`config.mk`:
```
export PLATFORM = sky130hd
export DESIGN_NAME = sat_counter
export DESIGN_NICKNAME = d
export VERILOG_FILES = /design/src/rtl/sat_counter.sv
export SDC_FILE = /design/constraint.sdc
export NUM_CORES = 1
export LEC_CHECK = 0
export CORE_AREA = 2 2 39 41
export CTS_BUF_LIST = sky130_fd_sc_hd__clkbuf_4
export DETAILED_ROUTE_END_ITERATION = 16
export DIE_AREA = 0 0 41 43
export PLACE_DENSITY = 0.65
export SLEW_MARGIN = 10
export SYNTH_ARGS = -nofsm -noshare
export SYNTH_HDL_FRONTEND = slang
export SYNTH_SLANG_ARGS = --single-unit
```
`constraint.sdc`:
```
create_clock -name clk -period 1.64 [get_ports clk]
set_input_delay 0.246 -clock clk [delete_from_list [all_inputs] [get_ports clk]]
set_output_delay 0.246 -clock clk [all_outputs]
set_load 0.1 [all_outputs]
```
`src/rtl/sat_counter.sv`:
```
// Saturating up-counter with synchronous clear; holds at all-ones instead of wrapping.
module sat_counter #(
  parameter int unsigned W = 8
) (
  input  logic         clk,
  input  logic         rst_n,
  input  logic         clr,
  input  logic         inc,
  output logic [W-1:0] cnt
);

  logic [W-1:0] cnt_d, cnt_q;

  always_comb begin
    cnt_d = cnt_q;
    if (clr) begin
      cnt_d = '0;
    end else if (inc && (cnt_q != '1)) begin
      cnt_d = cnt_q + W'(1);
    end
  end

  always_ff @(posedge clk or negedge rst_n) begin
    if (!rst_n) begin
      cnt_q <= '0;
    end else begin
      cnt_q <= cnt_d;
    end
  end

  assign cnt = cnt_q;

endmodule

```
* Word level (Yosys, flattened, before mapping)
Cells that the tools add are included.
** Word-level totals
- Flip-flop bits (word level) :: 8
** Cells by class
- $add $sub $neg :: 1
- Eq/ne operators :: 1
- Multiplexer cells :: 2
- Reduce and logical (&&, ||, !) cells :: 2
** Operator list (number)
- 2-to-1 mux 8 bit :: 2
- adder 8 x 1 -> 8 bit (second input constant) :: 1
- inequality test 8 bit (second input constant) :: 1
- nonzero test 2 bit :: 1
- logical AND 1 bit :: 1

* Logic depth before layout (Yosys ltp)
Gate-level depths: netlist of the first run.
- Word-level depth :: 4
- Mapped depth :: 4
- Gate-level depth less buffers :: 4

* Least setup slack after synthesis of the first run
No wires, ideal clock.
- Path type :: reg-to-reg
- Start point :: register cnt_q[0] (netlist: cnt[0])
- End point :: register cnt_q[0] (netlist: cnt[0])
- Setup time :: 125 ps
- Arrival :: 2010 ps
- Data required time :: 1515 ps
- Slack :: -495 ps
- Stages on the path, launching flop included :: 5
- Buffers on the path :: 0
- Period minus slack after synthesis :: 2135 ps
- Cells stage by stage :: dfrtp_1 -> ha_1 -> and4_2 -> a21boi_1 -> mux2_2
** Between the ends
- Cells in the longest elaborated chain, start to end :: 3
** RTL lines
- from (decl) :: line 12 : logic [W-1:0] cnt_d, cnt_q;
- from (signal assigned) :: line 27 : cnt_q <= cnt_d;
- adder 8 x 1 -> 8 bit / inequality test 8 bit (equally long branches) :: line 19, 18
- 2-to-1 mux 8 bit / logical AND 1 bit (equally long branches) :: line 18 : end else if (inc && (cnt_q != '1)) begin
- 2-to-1 mux 8 bit / nonzero test 2 bit (equally long branches)
Several ways; a longest one is shown, not always the timed one. The select of a mux whose other input is x is not followed.
A chain may end at the register's enable or synchronous reset.

* Final worst setup path of the first run
- Start point :: register cnt_q[1] (netlist: cnt[1])
- End point :: register cnt_q[0] (netlist: cnt[0])
** Between the ends
- Cells in the longest elaborated chain, start to end :: 3
** RTL lines (line)
- inequality test 8 bit :: 18
- logical AND 1 bit :: 18
- nonzero test 2 bit (no source line)
No other way between the ends.

==> metrics, run 1 <==
Crit. End Element=flip-flop; most frequent cell after synthesis=dfrtp_1; synth top area cells=dfrtp_1 (43%), mux2_2 (4.9%), nor3_1 (4.3%); Clock Skew=7.52 ps; Max Cap Viol=0; drt wl/cell=14.5 µm; Placed Cells=just under 80; Yosys top cell by area=dfrtp_1; critical path startpoint category=flip-flop; Initial DRC Count=13; Syn Inst Count=49; sequential area share after synthesis=43.1%; CP arrival=1690 ps; Worst slew margin=73.4%; Synth warnings=0; IO Port Bufs=11; initial antenna violation count=0; core area=1380 µm²; H-tree levels=1; Slew Viols, Final=0; synth cell count leaders=dfrtp_1 (8), nor3_1 (4), a21oi_1 (3), nand2b_1 (3), nor2b_1 (3); pwr dens=roughly 630 nW/µm²; total power=0.479 mW; leakage power figure=0.287 nW; max reg flops=8; setup bufs post-CTS=0; Final setup viols=0; vias per cell=5.62; WHS=274 ps; GRT Total Usage=approximately 16%; CP Launch Point=cnt[1]$_DFFE_PN0P_; r2r setup slk=90 ps; total grt overflow=0; die area=about 1800 µm²; Root Buffer=clkbuf_4; period utilisation layout=94.3%; Cell Area, Synth=about 460 µm²; Vias=455; count of flip-flops with a built-in enable after synthesis=0; die height=43 µm; first-pass GRT wire length=approximately 1900 µm; required time worst endpoint=roughly 1800 ps; cts hold-fix bufs=0; ys flop type=dfrtp_1; Initial DRT Pass Iterations=4; CTS Sinks=8; final wirelength=about 1200 µm; reg2reg start=cnt[1]$_DFFE_PN0P_; DP HPWL=around 880 µm; Initial Util=~34%; Max Fclk=647 MHz; GP Congestion=0.755; post-route antenna net violation count=0; antenna cells=0; setup TNS=0 ps; post-synth top area share=43.1%; vias in the first global route=approximately 400; layout cells sized above 1=44.6%; worst slew pin tran=398 ps; unrepaired setup endpoints after global routing=false; Reg2Reg Depth=4; Hold Path Class=primary input to async pin; Area Growth Syn to Fin=62.5%; status=finished, final reports clean; flops & latches, synth=8; CTS Buf Count=3; post-layout util=54.5%; Nets=72; # DRC=0; Final Hold Fails=0; Post-Syn Nets=54; IO Pins=12; Worst-path clk slew=~60 ps; row count=14; clk buf depth=2; Syn Area/Cell=between 9 and 10 µm²; Post-synth ARST share=100%; Final min period=1550 ps; Final Instance Count excl. Fillers=81; terminus of the critical flop-to-flop path=cnt[0]$_DFFE_PN0P_; CP max FO=5; critical path type=flip-flop to flip-flop; CTS tree=done; post-CTS resize count=0; worst skew pair latency=260 ps; VDD IR max=270 µV; Yosys cell types=28; die width=41 µm; maximum number of pins on one net before global-route repair=10
[stage by stage]
| stage | instance area [µm²] | worst slack (ps) |
|---|---|---|
| 6_report | 754 | 93.7 |
| 2_1_floorplan | 500 | -9.90 |
| 4_1_cts | 754 | 83.8 |
| 3_3_place_gp | 732 | 80.6 |
| 5_1_grt | 754 | 44.8 |
| 3_5_place_dp | 732 | 79.9 |
[logic make-up after synthesis]
logic type	share of synthesized area, %
AND/OR/NAND/NOR	31.0
AO/OA/AOI/OAI	12.7
flip-flops	43.1
buffers and inverters	3.50
multiplexers	7.01
adder cells (fa/ha/maj)	2.69
[power breakdown]
| group | leakage, nW | internal (mW) | total (mW) | switching [mW] |
|---|---|---|---|---|
| combinational | 0.176 | 0.0439 | 0.106 | 0.0618 |
| sequential | 0.0970 | 0.205 | 0.214 | 0.00920 |
| clock | 0.0138 | 0.0843 | 0.159 | 0.0746 |
[cells in the final DEF, fill, tap and decap left out, types with 3 or more instances in the layout]
| cell | instances |
|---|---|
| a21oi_1 | 3 |
| buf_12 | 8 |
| buf_4 | 4 |
| clkbuf_4 | 3 |
| clkdlybuf4s50_1 | 3 |
| dfrtp_2 | 6 |
| nand2b_1 | 3 |
| nor2b_1 | 3 |
| nor3_1 | 4 |
[layer usage]
metal / track usage, % / share of wire [%] / vias to the layer above
met2: 21.9 / 48 / 20
met3: 3.14 / 5.2 / 2
met5: 0 / 0 / -
met1: 23.0 / 45 / 220
met4: 8.00 / 1.8 / 0
li1: - / - / 213
[worst max-delay path, stage by stage, from the launching register on]
cell and delay, ps:
dfrtp_4 520, ha_4 180, and4_4 190, a21boi_2 220, mux2_4 320
[area by class of cell]
class	count	area, µm²
repair buffers	15	220
fillers	123	629
multi-input cells	37	269
clock buffers	3	22.5
flip-flops and latches	8	215
well taps	16	20.0
inverters	2	7.51
[worst max-delay path by stage]
stage                          to  slack [ps]  cells after the start
3_5_place_dp   cnt[7]$_DFFE_PN0P_          80                      4
5_1_grt        cnt[0]$_DFFE_PN0P_          40                      4
2_1_floorplan  cnt[0]$_DFFE_PN0P_         -10                      4
3_3_place_gp   cnt[7]$_DFFE_PN0P_          80                      4
6_report       cnt[0]$_DFFE_PN0P_          90                      4
4_1_cts        cnt[0]$_DFFE_PN0P_          80                      4
Power figures use the tool's default switching activity.
==> inputs of run 2 (changes only) <==
--- a/config.mk
+++ b/config.mk
@@ -9,7 +9,8 @@
 export CTS_BUF_LIST = sky130_fd_sc_hd__clkbuf_4
 export DETAILED_ROUTE_END_ITERATION = 16
 export DIE_AREA = 0 0 41 43
-export PLACE_DENSITY = 0.65
+export DONT_BUFFER_PORTS = 1
+export PLACE_DENSITY = 0.53
 export SLEW_MARGIN = 10
 export SYNTH_ARGS = -nofsm -noshare
 export SYNTH_HDL_FRONTEND = slang
==> run 2 against run 1 <==
  * Combinational power fell by 32%
  * Critical path type unchanged
  * Largest cell class unchanged
  * Global-route usage down 0.22 points
  * Critical endpoint unchanged
  * Power shrank 9.0%
==> metrics, run 2 (synthesized netlist as in run 1, its figures left out) <==
status=finished, final reports clean; r2r setup slk=120 ps (+30 ps); GRT Total Usage=15.7% (-0.22 points); CP Launch Point=cnt[0]$_DFFE_PN0P_; placed standard-cell area=572 µm² (-22%); Final setup viols=0 (unchanged); worst hold start=clr; worst slew pin tran=358 ps (-40.7 ps); row count=14 (unchanged); Reg2Reg Depth=4 (unchanged); Hold EP=cnt[7]$_DFFE_PN0P_; die height=43 µm (unchanged); hold depth=1; slowest CP cell=dfrtp_4; Root Buffer=clkbuf_4; H-tree levels=1 (unchanged); Clock Skew=1.41 ps (-6.11 ps); required time worst endpoint=1770 ps (about the same); Final Instance Count excl. Fillers=75 (-7.4%); period utilisation layout=92.5% (-1.8 points); Int Power=0.310 mW (-6.9%); IO Pins=12 (unchanged); Final Hold Fails=0 (unchanged); Final min period=1520 ps (-28.9 ps); # fillers=147 (+20%); Vias=416 (-8.6%); drt wl/cell=14.1 µm (-2.5%); terminus of the critical flop-to-flop path=cnt[0]$_DFFE_PN0P_; most frequent cells in the layout=buf_4 (8), dfrtp_2 (6), nor3_1 (4); GP Congestion=0.746 (-1.2%); post-CTS resize count=0 (unchanged); vias in the first global route=421 (+4.7%); # DRC=0 (unchanged); Initial Util=33.5% (unchanged); post-route antenna net violation count=0 (unchanged); initial antenna violation count=0 (unchanged); Max Cap Viol=0 (unchanged); CP max FO=7 (+2); die area=1760 µm² (unchanged); CP arrival=1650 ps (-40 ps); fin area=604 µm² (-20%); worst skew pair latency=250 ps (about the same); max incr delay on CP=500 ps (-20 ps); Nets=66 (-8.3%); clk buf depth=2 (unchanged); net switching power=0.125 mW (-14%); pwr dens=721 nW/µm² (+14%); maximum number of pins on one net before global-route repair=12 (+2); antenna cells=0 (unchanged); CP top delay family=flip-flops; CTS tree=done; die width=41 µm (unchanged); Worst-path clk slew=50 ps (about the same); critical path type=flip-flop to flip-flop; Initial DRT Pass Iterations=4 (unchanged); IO Port Bufs=0 (-11); Clock Power Share=34.7% (+1.5 points); CTS Sinks=8 (unchanged); DP HPWL=810 µm (-7.4%); critical path startpoint category=flip-flop; reg2reg start=cnt[0]$_DFFE_PN0P_; first-pass GRT wire length=1830 µm (-2.2%); VDD IR max=476 µV (+76%); core area=1380 µm² (unchanged); total grt overflow=0 (unchanged); layout cells sized above 1=42.4% (-2.2 points); vias per cell=5.55 (-1.3%); Slew Viols, Final=0 (unchanged); Max Fclk=659 MHz (+1.9%); Hold Path Class=primary input to flip-flop; setup bufs post-CTS=0 (unchanged); Area Growth Syn to Fin=30.2%; Logic pwr share=16.5% (-5.6 points); leakage power figure=0.236 nW (-18%); final wirelength=1060 µm (-9.7%); Crit. End Element=flip-flop; Worst slew margin=75.5% (+2.2 points); WP buf/inv=0 (unchanged); sw frac=28.8% (-1.6 points); CTS Buf Count=3 (unchanged); crit-path cells=ha_4 > and4_4 > a21boi_2 > mux2_4; unrepaired setup endpoints after global routing=false; part of the power in registers=48.8% (+4.0 points); Initial DRC Count=4 (-9); max reg flops=8 (unchanged); Placed Cells=71 (-9.0%); most common cell after layout, fill and taps aside=buf_4
run 2: changes by cell type in the layout (fill, tap and decap cells not counted):
cell / delta
buf_4: +4
dlygate4sd3_1: +1
buf_12: -8
clkdlybuf4s50_1: -3
run 2: final cells by class:
| cell class | count | area (µm²) | share of cell area, % |
|---|---|---|---|
| well taps | 16 | 20.0 | 3.31 |
| repair buffers | 9 | 70.1 | 11.6 |
| multi-input cells | 37 | 269 | 44.5 |
| clock buffers | 3 | 22.5 | 3.73 |
| flip-flops and latches | 8 | 215 | 35.6 |
| inverters | 2 | 7.51 | 1.24 |
run 2: what timing repair did:
| action | in CTS | in global routing |
|---|---|---|
| hold buffers | 1 | 0 |
| hold endpoints to repair | 8 | 0 |
| setup endpoints to repair | 0 | 0 |
run 2: metal layers:
metal,up-vias,track usage [%],part of all wire (%)
met1,199,19.9,44
li1,204,-,-
met4,0,10.0,1.2
met3,2,5.24,6.6
met5,-,0,0
met2,11,21.9,48
run 2: power by group through the flow:
stage                     clock [mW]  combinational, mW  sequential (mW)
final                          0.151             0.0720            0.213
after detailed placement           0             0.0672            0.216
after global placement             0             0.0664            0.216
after floorplan                    0             0.0239            0.252
after CTS                      0.158             0.0733            0.213
after global routing           0.171             0.0772            0.214
run 2: worst max-delay path by stage:
| stage | endpoint | slack (ps) | depth (start not counted) |
|---|---|---|---|
| after CTS | cnt[0]$_DFFE_PN0P_ | 110 | 4 |
| after floorplan | cnt[0]$_DFFE_PN0P_ | -10 | 4 |
| after global routing | cnt[3]$_DFFE_PN0P_ | 80 | 4 |
| after global placement | cnt[0]$_DFFE_PN0P_ | 140 | 4 |
| final | cnt[0]$_DFFE_PN0P_ | 120 | 4 |
| after detailed placement | cnt[3]$_DFFE_PN0P_ | 120 | 4 |
run 2: worst register-to-register path, stage by stage (launching register included):
cell and delay [ps]:
dfrtp_4 500, ha_4 190, and4_4 200, a21boi_2 190, mux2_4 310
run 2: per-stage QoR:
stage / utilization (%) / setup TNS, ps / total power, mW / hold slack (ps) / setup slack (ps)
after floorplan: - / -9.90 / 0.276 / -49.6 / -9.90
after global placement: 41.3 / 0 / 0.282 / -49.3 / 141
after detailed placement: 41.3 / 0 / 0.284 / -49.3 / 124
after CTS: 43.7 / 0 / 0.443 / 45.0 / 113
after global routing: 43.7 / 0 / 0.462 / 43.9 / 77.0
final: 43.7 / 0 / 0.436 / 54.1 / 123
